### config.mk
export PLATFORM = sky130hd
export DESIGN_NAME = ltc2387_emulator
export DESIGN_NICKNAME = d
export VERILOG_FILES = /design/src/rtl/ltc2387_pkg.sv /design/src/rtl/ltc2387_sync.sv /design/src/rtl/ltc2387_emulator.sv
export SDC_FILE = /design/constraint.sdc
export NUM_CORES = 1
export LEC_CHECK = 0
export BUFFER_PORTS_ARGS = -buffer_cell sky130_fd_sc_hd__buf_2
export CAP_MARGIN = 30
export CELL_PAD_IN_SITES_DETAIL_PLACEMENT = 1
export CELL_PAD_IN_SITES_GLOBAL_PLACEMENT = 1
export CORE_MARGIN = 2
export CORE_UTILIZATION = 46
export DETAILED_ROUTE_END_ITERATION = 12
export PLACE_DENSITY = 0.85
export SETUP_SLACK_MARGIN = 0.1
export SYNTH_ARGS = -nofsm -noshare
export SYNTH_HDL_FRONTEND = slang
export SYNTH_SLANG_ARGS = --single-unit
### constraint.sdc
create_clock -name sys_clk_int -period 2.8 [get_ports sys_clk_int]
set_input_delay 0.56 -clock sys_clk_int [delete_from_list [all_inputs] [get_ports sys_clk_int]]
set_output_delay 0.56 -clock sys_clk_int [all_outputs]
set_load 0.005 [all_outputs]
### src/rtl/ltc2387_pkg.sv
// ltc2387_pkg: shared types and constants for the LTC2387 digital-port emulator.
//   state_e          : emulator state (IDLE / CONVERT / READY)
//   ADC_WIDTH_DEFAULT: default sample width in bits
//   LANES_ONE/TWO    : lane-count constants
//   conv_cycles()    : ceil(ns * freq / 1e9), conversion time in clock cycles
package ltc2387_pkg;

   localparam int ADC_WIDTH_DEFAULT = 18;
   localparam int LANES_ONE         = 1;
   localparam int LANES_TWO         = 2;

   typedef enum logic [1:0] {
      ST_IDLE    = 2'd0,
      ST_CONVERT = 2'd1,
      ST_READY   = 2'd2
   } state_e;

   // Integer ceiling of ns*freq/1e9. Done in 64 bits because the product
   // overflows 32 bits at typical clock rates.
   function automatic int conv_cycles(input longint freq, input longint ns);
      longint prod;
      prod = freq * ns;
      return int'((prod + longint'(999_999_999)) / longint'(1_000_000_000));
   endfunction

endpackage

### src/rtl/ltc2387_sync.sv
// ltc2387_sync: N-stage synchronizer with rising/falling edge detection.
//   clk_i  : sampling clock
//   srst_i : synchronous active-high reset (clears all stages)
//   d_i    : asynchronous input
//   q_o    : synchronized level (last stage)
//   rise_o : high for one cycle when q_o has just gone 0->1
//   fall_o : high for one cycle when q_o has just gone 1->0
module ltc2387_sync #(
   parameter int STAGES = 2
) (
   input  logic clk_i,
   input  logic srst_i,
   input  logic d_i,
   output logic q_o,
   output logic rise_o,
   output logic fall_o
);

   logic [STAGES-1:0] sync_q;
   logic              last_q;

   always_ff @(posedge clk_i) begin
      if (srst_i) begin
         sync_q <= '0;
         last_q <= 1'b0;
      end else begin
         sync_q <= {sync_q[STAGES-2:0], d_i};
         last_q <= sync_q[STAGES-1];
      end
   end

   assign q_o    = sync_q[STAGES-1];
   assign rise_o = sync_q[STAGES-1] & ~last_q;
   assign fall_o = ~sync_q[STAGES-1] & last_q;

endmodule

### src/rtl/ltc2387_emulator.sv
// ltc2387_emulator: FPGA-side model of the LTC2387 digital output port.
// A cnv rising edge latches a sample, waits the conversion time, then shifts
// the sample out MSB-first on da/db, one bit (one-lane) or bit pair
// (two-lane) per clk edge, both edges counting.
//   sys_clk_int : system clock, all logic on its rising edge
//   reset_int   : synchronous active-high reset
//   cnv         : conversion start (synchronous)
//   clk         : gated ADC data clock (asynchronous, synchronized here)
//   tl          : 1 = two-lane, 0 = one-lane (sampled at conversion start)
//   sample_in   : sample value (latched at conversion start)
//   dco         : synchronized echo of clk
//   da, db      : lane A / lane B data
//   busy        : conversion or readout in progress
//   abort_pulse : one-cycle pulse when a readout is cut short by a new cnv
// Build option: define LTC2387_EMU_RAMP_EN to replace sample_in with an
// internal counter that increments on every conversion start.
module ltc2387_emulator
   import ltc2387_pkg::*;
#(
   parameter int ADC_WIDTH    = ADC_WIDTH_DEFAULT,
   parameter int SYS_CLK_FREQ = 200_000_000,
   parameter int T_CONV_NS    = 65,
   parameter int SYNC_STAGES  = 2
) (
   input  logic                 sys_clk_int,
   input  logic                 reset_int,
   input  logic                 cnv,
   input  logic                 clk,
   input  logic                 tl,
   input  logic [ADC_WIDTH-1:0] sample_in,
   output logic                 dco,
   output logic                 da,
   output logic                 db,
   output logic                 busy,
   output logic                 abort_pulse
);

   localparam int CONV_CYCLES = conv_cycles(longint'(SYS_CLK_FREQ), longint'(T_CONV_NS));
   localparam int CNT_MAX     = (CONV_CYCLES > ADC_WIDTH) ? CONV_CYCLES : ADC_WIDTH;
   localparam int CNT_W       = $clog2(CNT_MAX + 1);

   localparam logic [CNT_W-1:0] CONV_LAST     = CNT_W'(CONV_CYCLES - 1);
   localparam logic [CNT_W-1:0] LAST_EDGE_TWO = CNT_W'(ADC_WIDTH / LANES_TWO - 1);
   localparam logic [CNT_W-1:0] LAST_EDGE_ONE = CNT_W'(ADC_WIDTH / LANES_ONE - 1);

   state_e                 state_q;
   logic [CNT_W-1:0]       cnt_q;
   logic [ADC_WIDTH-1:0]   sr_q;
   logic                   tl_q;
   logic                   cnv_q;
   logic                   dco_q;
   logic                   edge_q;
   logic                   da_q;
   logic                   db_q;
   logic                   busy_q;
   logic                   abort_q;

   logic                   clk_sync;
   logic                   clk_rise;
   logic                   clk_fall;
   logic                   start;
   logic [CNT_W-1:0]       last_edge;
   logic [ADC_WIDTH-1:0]   sample_src;

   ltc2387_sync #(
      .STAGES (SYNC_STAGES)
   ) u_clk_sync (
      .clk_i  (sys_clk_int),
      .srst_i (reset_int),
      .d_i    (clk),
      .q_o    (clk_sync),
      .rise_o (clk_rise),
      .fall_o (clk_fall)
   );

   assign start     = cnv & ~cnv_q;
   assign last_edge = tl_q ? LAST_EDGE_TWO : LAST_EDGE_ONE;

`ifdef LTC2387_EMU_RAMP_EN
   logic [ADC_WIDTH-1:0] ramp_q;
   logic [ADC_WIDTH-1:0] unused_sample_in;

   assign unused_sample_in = sample_in;

   // Advances on every start, including one that aborts a readout.
   always_ff @(posedge sys_clk_int) begin
      if (reset_int) begin
         ramp_q <= '0;
      end else if (start) begin
         ramp_q <= ramp_q + 1'b1;
      end
   end

   assign sample_src = ramp_q;
`else
   assign sample_src = sample_in;
`endif

   always_ff @(posedge sys_clk_int) begin
      if (reset_int) begin
         state_q <= ST_IDLE;
         cnt_q   <= '0;
         sr_q    <= '0;
         tl_q    <= 1'b0;
         cnv_q   <= 1'b0;
         dco_q   <= 1'b0;
         edge_q  <= 1'b0;
         da_q    <= 1'b0;
         db_q    <= 1'b0;
         busy_q  <= 1'b0;
         abort_q <= 1'b0;
      end else begin
         cnv_q   <= cnv;
         dco_q   <= clk_sync;
         abort_q <= 1'b0;
         // Only edges detected while already in READY, and not coinciding
         // with a start, are acted on one cycle later. This delays the data
         // advance one cycle behind dco so data is stable across each
         // dco transition.
         edge_q  <= (clk_rise | clk_fall) & (state_q == ST_READY) & ~start;

         if (start) begin
            sr_q    <= sample_src;
            tl_q    <= tl;
            cnt_q   <= '0;
            state_q <= ST_CONVERT;
            busy_q  <= 1'b1;
            da_q    <= 1'b0;
            db_q    <= 1'b0;
            abort_q <= (state_q == ST_READY);
         end else begin
            unique case (state_q)
               ST_CONVERT: begin
                  if (cnt_q == CONV_LAST) begin
                     state_q <= ST_READY;
                     cnt_q   <= '0;
                     da_q    <= sr_q[ADC_WIDTH-1];
                     db_q    <= tl_q & sr_q[ADC_WIDTH-2];
                  end else begin
                     cnt_q <= cnt_q + 1'b1;
                  end
               end
               ST_READY: begin
                  if (edge_q) begin
                     if (cnt_q == last_edge) begin
                        state_q <= ST_IDLE;
                        cnt_q   <= '0;
                        busy_q  <= 1'b0;
                        da_q    <= 1'b0;
                        db_q    <= 1'b0;
                     end else begin
                        cnt_q <= cnt_q + 1'b1;
                        if (tl_q) begin
                           sr_q <= sr_q << 2;
                           da_q <= sr_q[ADC_WIDTH-3];
                           db_q <= sr_q[ADC_WIDTH-4];
                        end else begin
                           sr_q <= sr_q << 1;
                           da_q <= sr_q[ADC_WIDTH-2];
                           db_q <= 1'b0;
                        end
                     end
                  end
               end
               default: begin
               end
            endcase
         end
      end
   end

   assign dco         = dco_q;
   assign da          = da_q;
   assign db          = db_q;
   assign busy        = busy_q;
   assign abort_pulse = abort_q;

endmodule

Word level (Yosys, flattened, before mapping)
Cells that the tools add are included.
{"block": "totals", "register_bits": 35, "input_bits": 23, "output_inout_bits": 5, "elab_cells": 78}
{"block": "op_classes", "add_sub_neg": 1, "eq_ne": 11, "n_mux": 29, "bitwise_logic": 11, "reduce_logical": 13}
{"operator": "$mux W18", "n": 5}
{"operator": "$mux W5", "n": 4}
{"operator": "$mux W1", "n": 13}
{"operator": "$pmux W5 S2", "n": 1}
{"operator": "$reduce_and A3 Y1", "n": 3}
{"operator": "$reduce_and A4 Y1", "n": 2}
{"operator": "$reduce_bool A2 Y1", "n": 4}
{"operator": "$and A1 B1 Y1", "n": 6}
{"operator": "$mux W2", "n": 3}
{"operator": "$ne A2 B2 Y1 const B", "n": 3}
{"operator": "$ne A3 B3 Y1 const B", "n": 2}
{"operator": "$add A5 B1 Y5 const B", "n": 1}
{"operator": "$eq A5 B4 Y1 const B", "n": 1}
{"operator": "$eq A5 B5 Y1", "n": 1}
{"operator": "$not A1 Y1", "n": 4}
{"operator": "$pmux W1 S2", "n": 2}
{"operator": "$pmux W2 S2", "n": 1}
{"operator": "$reduce_or A2 Y1", "n": 2}
{"operator": "$ne A3 B2 Y1 const B", "n": 1}
{"operator": "$reduce_bool A3 Y1", "n": 1}
{"operator": "$eq A2 B1 Y1 const B", "n": 1}
{"operator": "$eq A2 B2 Y1 const B", "n": 1}
{"operator": "$ne A2 B1 Y1 const B", "n": 1}
{"operator": "$reduce_and A2 Y1", "n": 1}
{"operator": "$or A1 B1 Y1", "n": 1}

Logic depth before layout (Yosys ltp)
Gate-level depths: netlist (run 1).
{"block": "logic_depth", "depth_word": 6, "mapped_depth": 6, "mapped_depth_nobuf": 6}

Cells and area by module
Synthesis (run 1) repeated with hierarchy kept, for this count alone.
{"block": "unflattened", "cells_unflattened": 205, "hier_area_um2": 1906.8}
{"mod": "ltc2387_emulator", "instances": 1, "cells_per_inst": 197, "area_each_um2": 1815.5, "seq_area_each_um2": 660.6}
{"mod": "ltc2387_sync", "instances": 1, "cells_per_inst": 8, "area_each_um2": 91.3, "seq_area_each_um2": 60.1}

Worst setup path before layout (run 1)
Ideal clock, no wire load.
{"block": "synth_path", "path_type": "input port to flip-flop", "from": "in reset_int", "to": "reg cnt_q[0]", "setup_time_ps": 115, "arrival_time_ps": 1416, "required_time_ps": 2685, "setup_slack_ps": 1269, "stages": 5, "path_buffers": 1, "cell_sequence": "clkbuf_1 > clkinv_1 > nand2_1 > o32a_2 > nor2_1"}
{"block": "synth_between", "elab_chain_cells": 1}
{"item": "start: declaration", "line_no": "ltc2387_emulator.sv:26", "source": "input logic reset_int,"}
{"item": "$reduce_or A2 Y1 (no line)"}
{"item": "end signal: assignment", "line_no": "ltc2387_emulator.sv:140", "source": "cnt_q <= cnt_q + 1'b1;"}
{"item": "end signal: assignment", "line_no": "ltc2387_emulator.sv:152", "source": "cnt_q <= cnt_q + 1'b1;"}
{"item": "end: declaration", "line_no": "ltc2387_emulator.sv:47", "source": "logic [CNT_W-1:0] cnt_q;"}
No other way between the ends.
A chain may end at the register's enable or synchronous reset.

Final worst setup path (run 1)
{"block": "layout_path", "from": "reg cnt_q[0]", "to": "reg sr_q[9]"}
{"block": "layout_between", "elab_chain_cells": 3}
{"item": "$eq A5 B5 Y1", "line_no": "ltc2387_emulator.sv:145", "source": "if (cnt_q == last_edge) begin"}
{"item": "$ne A2 B2 Y1 (no line)"}
{"item": "$reduce_and A3 Y1 (no line)"}
{"item": "end signal: assignment", "line_no": "ltc2387_emulator.sv:123", "source": "sr_q <= sample_src;"}
{"item": "end signal: assignment", "line_no": "ltc2387_emulator.sv:154", "source": "sr_q <= sr_q << 2;"}
{"item": "end signal: assignment", "line_no": "ltc2387_emulator.sv:158", "source": "sr_q <= sr_q << 1;"}
{"item": "end: declaration", "line_no": "ltc2387_emulator.sv:48", "source": "logic [ADC_WIDTH-1:0] sr_q;"}
No other way between the ends.

==> flow_metrics.env, run 1 <==
export IMPL_grt_first_pass_wirelength_um=7220
export IMPL_fin_ws_ns=0.926
export IMPL_post_cts_resized=0
export IMPL_grt_total_usage_pct=21.7
export IMPL_post_cts_setup_buffers=0
export IMPL_cpPeakStageDelay_ns=0.55
export IMPL_seqCellArea_um2=701
export IMPL_ios=28
export IMPL_p_comb_share_pct=12.3
export IMPL_fillers=474
export IMPL_fp_dieArea_um2=4540
export IMPL_drive_gt1_share_pct=20.4
export IMPL_power_switching_mw=0.285
export IMPL_die_x_um=67.4
export IMPL_synth_area_leaders="dfxtp_1 (38%), mux2i_1 (17%), nand2_1 (8.1%), o211ai_1 (7.7%), xnor2_1 (2.4%)"
export IMPL_syn_num_nets=227
export IMPL_syn_avg_cell_area_um2=9.15
export IMPL_cts_sinks=35
export IMPL_initial_core_util_pct=46.9
export IMPL_ys_warn_count=0
export IMPL_switching_share_pct=24.5
export IMPL_cap_violations=0
export IMPL_netlist_instances=202
export IMPL_grt_pass1_vias=1552
export IMPL_first_pass_iters=4
export IMPL_tns_ns=0
export IMPL_synth_cell_types=34
export IMPL_met1_usage_pct=28.1
export IMPL_hpwl_um=3000
export IMPL_ant_nets=0
export IMPL_gp_routability_congestion=0.827
export IMPL_reg2reg_depth=4
export IMPL_diodes=0
export IMPL_core_area_um2=3940
export IMPL_syn_area_um2=1850
export IMPL_setup_viol=0
export IMPL_dp_cells=272
export IMPL_rsz0062_at_grt="false"
export IMPL_synth_top_area_share_pct=37.9
export IMPL_seq_area_frac_synth_pct=37.9
export IMPL_synth_common_cells="nand2_1 (40), dfxtp_1 (35), mux2i_1 (31)"
export IMPL_status="completed"
export IMPL_seq_power_share_pct=46.9
export IMPL_cp_num_cells=4
export IMPL_first_iter_violations=78
export IMPL_path_buf_inv=0
export IMPL_synth_ff_latch_count=35
export IMPL_grt_max_degree=33
export IMPL_holdBufCountCts=0
export IMPL_hold_viol_final=0
export IMPL_clockBufferDepth=2
export IMPL_required_ns=3.02
export IMPL_critPathMaxFanout=16
export IMPL_die_y_um=67.4
export IMPL_worst_pin_slew_ns=0.690
export IMPL_crit_type="reg -> reg"
export IMPL_drv_slew=0
export IMPL_vias=1533
export IMPL_grtUsageMet2_pct=34.4
export IMPL_peakVddDrop_mv=0.423
export IMPL_fmax_mhz=534
export IMPL_synth_main_ff_cell="dfxtp_1"
export IMPL_synth_edf_count=0
export IMPL_end_kind="flop"
export IMPL_use_met3_pct=5.17
export IMPL_clockPowerShare_pct=40.9
export IMPL_cts_buffers_inserted=5
export IMPL_viasPerCell=5.48
export IMPL_hold_path_depth=1
export IMPL_power_total_mw=1.16
export IMPL_cts_tree="done"
export IMPL_power_density_nw_per_um2=555
export IMPL_rows=23
export IMPL_fin_skew_ns=0.00649
export IMPL_multi_input_area_um2=1020
export IMPL_routed_wl_um=4270
export IMPL_clock_root_buffer="clkbuf_8"
export IMPL_wl_per_cell_um=15.2
export IMPL_port_buffer_count=27
export IMPL_start_kind="flop"
export IMPL_htreeDepth=2
export IMPL_antenna_found_initial=0
export IMPL_area_growth_pct=13.2
export IMPL_yosys_cell_count_top_type="nand2_1"
export IMPL_clk_latency_ns=0.29
export IMPL_final_cells=280
export IMPL_grt_overflow=0
export IMPL_cp_slowest_cell="o21ai_4"
export IMPL_crit_family="compound AO/OA/AOI/OAI gates"
export IMPL_remaining_drc_errors=0
export IMPL_maxSlewHeadroom_pct=53.8
export IMPL_path_cells="and4bb_1, o21a_4, o21ai_4, mux2i_1"
export IMPL_pre_cts_ws_ns=0.869
export IMPL_min_period_over_period_pct=66.9
export IMPL_synthArstFlopShare_pct=0
export IMPL_critPathArrivalTime_ns=2.09
export IMPL_yosys_area_top_type="dfxtp_1"
export IMPL_fin_crit_ns=1.87
export IMPL_final_nets=254
export IMPL_leakage_nw=0.841
export IMPL_cts_clk_slew_worst_paths_ns=0.07
export IMPL_grt_busiest_layer="met2"
export IMPL_hold_path_class="reg -> reg"
export IMPL_p_int_mw=0.876
==> cell type report <==
class,count,share of cell area (%)
inverter,4,0.718
clock buffer,6,3.95
tap,50,2.99
timing repair buffer,32,8.25
clock inverter,2,1.67
multi-input combinational,151,48.9
sequential,35,33.5
==> placed cells by master (no fill, tap or decap) <==
| master | Yosys | layout |
|---|---|---|
| nand3b_1 | 2 | 2 |
| o21ai_0 | 4 | 4 |
| clkinv_1 | 1 | 1 |
| clkinv_2 | 0 | 1 |
| o21ai_4 | 1 | 1 |
| o211ai_1 | 19 | 19 |
| a21boi_0 | 1 | 1 |
| inv_1 | 3 | 3 |
| mux2i_1 | 31 | 31 |
| nand2b_1 | 6 | 6 |
| a31oi_1 | 1 | 1 |
| o32a_2 | 1 | 1 |
| buf_4 | 1 | 5 |
| buf_2 | 2 | 27 |
| and4bb_2 | 1 | 1 |
| bufinv_16 | 0 | 1 |
| nor2b_1 | 5 | 5 |
| and4bb_1 | 1 | 1 |
| nand4b_1 | 1 | 1 |
| ha_1 | 2 | 2 |
| nor3_1 | 2 | 2 |
| nand3_1 | 5 | 5 |
| mux2_2 | 2 | 2 |
| a21oi_1 | 7 | 7 |
| dfxtp_1 | 35 | 35 |
| clkbuf_8 | 3 | 6 |
| o21a_4 | 1 | 1 |
| nor2_1 | 11 | 11 |
| a311oi_1 | 1 | 1 |
| xnor2_1 | 5 | 5 |
| nand2_1 | 40 | 40 |
| a2111oi_2 | 1 | 1 |
==> worst reg2reg max path, cell delays in order (launching register included) <==
cell and delay [ns]:
dfxtp_1 0.45, and4bb_1 0.28, o21a_4 0.25, o21ai_4 0.55
mux2i_1 0.27
==> kinds of logic after synthesis <==
group,Yosys count,synth area share [%]
simple gates,74,18.6
compound gates,37,15.0
flops,35,37.9
mux,33,18.0
buf+inv,16,6.70
xor+xnor,5,2.37
fa+ha+maj,2,1.35
==> final timing paths <==
kind | start | end | slack (ns)
setup / recovery | cnt_q[0] | sr_q[9] | 0.93
hold / removal | u_clk_sync.sync_q[0] | u_clk_sync.sync_q[1] | 0.44
setup reg to reg | cnt_q[0] | sr_q[9] | 0.93
hold reg to reg | u_clk_sync.sync_q[0] | u_clk_sync.sync_q[1] | 0.44
==> flip-flops by register name (all words and copies together), names as in the netlist, 2 cells and up <==
register           cells
cnt_q                  5
sr_q                  18
state_q                2
u_clk_sync.sync_q      2
==> through the flow <==
step / hold slack (ns) / util, % / instance area, um2
floorplan: 0.414 / - / 1850
global placement: 0.422 / 50.1 / 1970
detailed placement: 0.429 / 50.1 / 1970
CTS: 0.452 / 53.1 / 2090
global route: 0.470 / 53.1 / 2090
finish: 0.443 / 53.1 / 2090
==> metal layers <==
metal	part of all wire, %	wire length, um
met5	0	0
met4	2.0	87
met3	3.5	148
met2	48	2030
met1	47	2000
==> power by group through the flow <==
stage	clock, mW	sequential [mW]	combinational [mW]
after floorplan	0	0.548	0.114
after global placement	0	0.553	0.137
after detailed placement	0	0.555	0.142
after CTS	0.482	0.544	0.144
after global routing	0.504	0.547	0.162
final	0.474	0.544	0.142
Power figures use the tool's default switching activity.
==> run 2, diff against run 1 <==
--- a/config.mk
+++ b/config.mk
@@ -5,14 +5,15 @@
 export SDC_FILE = /design/constraint.sdc
 export NUM_CORES = 1
 export LEC_CHECK = 0
+export ABC_AREA = 1
 export BUFFER_PORTS_ARGS = -buffer_cell sky130_fd_sc_hd__buf_2
 export CAP_MARGIN = 30
 export CELL_PAD_IN_SITES_DETAIL_PLACEMENT = 1
 export CELL_PAD_IN_SITES_GLOBAL_PLACEMENT = 1
 export CORE_MARGIN = 2
-export CORE_UTILIZATION = 46
+export CORE_UTILIZATION = 36
 export DETAILED_ROUTE_END_ITERATION = 12
-export PLACE_DENSITY = 0.85
+export PLACE_DENSITY = 0.77
 export SETUP_SLACK_MARGIN = 0.1
 export SYNTH_ARGS = -nofsm -noshare
 export SYNTH_HDL_FRONTEND = slang
==> constraint.sdc (replaced) <==
create_clock -name sys_clk_int -period 1.64 [get_ports sys_clk_int]
set_input_delay 0.328 -clock sys_clk_int [delete_from_list [all_inputs] [get_ports sys_clk_int]]
set_output_delay 0.328 -clock sys_clk_int [all_outputs]
set_load 0.005 [all_outputs]
==> flow_metrics.env, run 2 <==
export IMPL_status="completed"
export IMPL_critPathArrivalTime_ns=1.61
export IMPL_critPathMaxFanout=16
export IMPL_syn_num_nets=330
export IMPL_clk_latency_ns=0.29
export IMPL_remaining_drc_errors=0
export IMPL_final_cell_mix="nand2_1 (99), nor2_1 (48), dfxtp_1 (35)"
export IMPL_diodes=0
export IMPL_ios=28
export IMPL_drive_gt1_share_pct=17.9
export IMPL_post_cts_resized=0
export IMPL_cts_sinks=35
export IMPL_synth_area_leaders="dfxtp_1 (36%), nand2_1 (19%), nor2_1 (9.4%), nand3_1 (5.9%), nand4_1 (5.8%)"
export IMPL_reg2reg_depth=7
export IMPL_synth_ff_latch_count=35
export IMPL_vias=1980
export IMPL_synthArstFlopShare_pct=0
export IMPL_final_nets=360
export IMPL_grt_max_degree=19
export IMPL_clockBufferDepth=2
export IMPL_die_y_um=77.8
export IMPL_highest_layer="met4"
export IMPL_port_buffer_count=27
export IMPL_initial_core_util_pct=37.9
export IMPL_met2_length_um=2490
export IMPL_startpoint="cnv_q"
export IMPL_yosys_cell_count_top_type="nand2_1"
export IMPL_synth_main_ff_cell="dfxtp_1"
export IMPL_power_density_nw_per_um2=955
export IMPL_htreeDepth=2
export IMPL_rows=26
export IMPL_hold_path_class="in -> reg"
export IMPL_fillers=702
export IMPL_path_cells="inv_2, nand2_4, inv_4, or2_2, nand4_1, nand2_1, nor2_1"
export IMPL_grt_overflow=0
export IMPL_mostFrequentLayoutCell="nand2_1"
export IMPL_cts_buffers_inserted=5
export IMPL_ys_warn_count=0
export IMPL_seq_power_share_pct=42.7
export IMPL_multi_input_area_um2=1070
export IMPL_tns_ns=0
export IMPL_clock_root_buffer="clkbuf_8"
export IMPL_syn_area_um2=1960
export IMPL_rsz0062_at_grt="false"
export IMPL_crit_type="reg -> reg"
export IMPL_first_iter_violations=121
export IMPL_fin_skew_ns=0.00433
export IMPL_grt_first_pass_wirelength_um=9360
export IMPL_route_met3_wl_um=233
export IMPL_grt_total_usage_pct=19.3
export IMPL_top_register="sr_q"
export IMPL_core_area_um2=5170
export IMPL_syn_avg_cell_area_um2=6.42
export IMPL_clockPowerShare_pct=42.8
export IMPL_holdBufCountCts=0
export IMPL_cts_tree="done"
export IMPL_leakage_nw=1.13
export IMPL_reg2reg_to="sr_q[12]"
export IMPL_design_area_um2=2310
export IMPL_gp_routability_congestion=0.766
export IMPL_hold_viol_final=0
export IMPL_cts_clk_slew_worst_paths_ns=0.08
export IMPL_p_int_mw=1.63
export IMPL_reg_top3="sr_q (18), cnt_q (5)"
export IMPL_netlist_instances=305
export IMPL_synth_edf_count=0
export IMPL_worstSetupEndpoint="sr_q[12]"
export IMPL_drv_slew=0
export IMPL_fp_dieArea_um2=6050
export IMPL_synth_top_area_share_pct=35.8
export IMPL_p_comb_share_pct=14.5
export IMPL_peakVddDrop_mv=0.399
export IMPL_synth_common_cells="nand2_1 (99), nor2_1 (49), dfxtp_1 (35)"
export IMPL_r2r_start="cnv_q"
export IMPL_worst_pin_slew_ns=0.359
export IMPL_routed_wl_um=5270
export IMPL_dp_cells=398
export IMPL_die_x_um=77.8
export IMPL_wl_met1_um=2470
export IMPL_post_cts_setup_buffers=0
export IMPL_wl_per_cell_um=13.0
export IMPL_fmax_mhz=723
export IMPL_min_period_over_period_pct=84.4
export IMPL_rrSetupSlack_ns=0.26
export IMPL_cp_slowest_cell="or2_2"
export IMPL_switching_share_pct=26.4
export IMPL_end_kind="flop"
export IMPL_ant_nets=0
export IMPL_seqCellArea_um2=701
export IMPL_fin_crit_ns=1.38
export IMPL_final_cells=406
export IMPL_area_growth_pct=18.2
export IMPL_maxSlewHeadroom_pct=76.0
export IMPL_cap_violations=0
export IMPL_dpl_cell_area_um2=2160
export IMPL_start_kind="flop"
export IMPL_seq_area_frac_synth_pct=35.8
export IMPL_power_switching_mw=0.584
export IMPL_viasPerCell=4.88
export IMPL_setup_viol=0
export IMPL_cpPeakStageDelay_ns=0.41
export IMPL_grt_pass1_vias=1976
export IMPL_largest_register_ff_count=18
export IMPL_required_ns=1.86
export IMPL_synth_cell_types=28
export IMPL_yosys_area_top_type="dfxtp_1"
export IMPL_first_pass_iters=4
export IMPL_antenna_found_initial=0
export IMPL_hpwl_um=3690
run 2: cell types whose count changed after synthesis, moves of 18 or more:
cell and change:
o211ai_1 -18, mux2i_1 -31, nor2_1 +38, nand2_1 +59
nand4_1 +18, inv_1 +25, nand3_1 +18
run 2: area by class of cell:
| cell class | count | share of cell area, % |
|---|---|---|
| Sequential cell | 35 | 30.3 |
| Tap cell | 70 | 3.78 |
| Multi-Input combinational cell | 225 | 46.2 |
| Inverter | 33 | 5.46 |
| Timing Repair Buffer | 35 | 8.43 |
| Clock inverter | 3 | 2.92 |
| Clock buffer | 5 | 2.97 |
run 2: worst min path at each step:
stage                                    start                    to  cells after the start
after floorplan           u_clk_sync.sync_q[0]  u_clk_sync.sync_q[1]                      2
after global placement    u_clk_sync.sync_q[0]  u_clk_sync.sync_q[1]                      2
after detailed placement  u_clk_sync.sync_q[0]  u_clk_sync.sync_q[1]                      2
after CTS                                  clk  u_clk_sync.sync_q[0]                      3
after global routing                       clk  u_clk_sync.sync_q[0]                      3
final                                      clk  u_clk_sync.sync_q[0]                      3
run 2: kinds of logic (layout without fill, tap and decap cells):
logic type                 Yosys count  count (layout)  synth area share [%]
and+or+nand+nor                    201             201                  45.8
buffers and inverters               45              76                  10.7
DFF                                 35              35                  35.8
AOI/OAI and AO/OA                   20              20                  5.62
adders and majority gates            2               2                  1.28
xor gates and xnor gates             2               2                 0.895
run 2: power by group through the flow:
stage                     Clock (mW)  Combinational (mW)  Sequential (mW)
after global routing            1.00               0.376            0.952
after floorplan                    0               0.231            0.950
after detailed placement           0               0.315            0.963
final                          0.947               0.320            0.943
after CTS                      0.960               0.323            0.943
after global placement             0               0.307            0.960
run 2: routing by layer:
layer	global-route usage (%)	vias up
met2	30.5	36
met5	0	-
met4	6.43	0
met3	4.53	9
li1	-	1022
met1	25.8	913
run 2: worst max-delay path, delay by kind of cell (launching register included):
| kind | cells | cell delay (ns) |
|---|---|---|
| buf+inv | 2 | 0.11 |
| flops | 1 | 0.33 |
| simple gates | 5 | 0.89 |
run 2: metrics by stage:
stage / util (%) / power, mW / hold WS (ns) / worst slack [ns]
detailed placement: 41.7 / 1.28 / 0.403 / 0.136
floorplan: - / 1.18 / 0.388 / 0.390
finish: 44.8 / 2.21 / 0.234 / 0.256
CTS: 44.4 / 2.23 / 0.228 / 0.104
global placement: 41.7 / 1.27 / 0.390 / 0.161
global route: 44.8 / 2.33 / 0.249 / 0.125
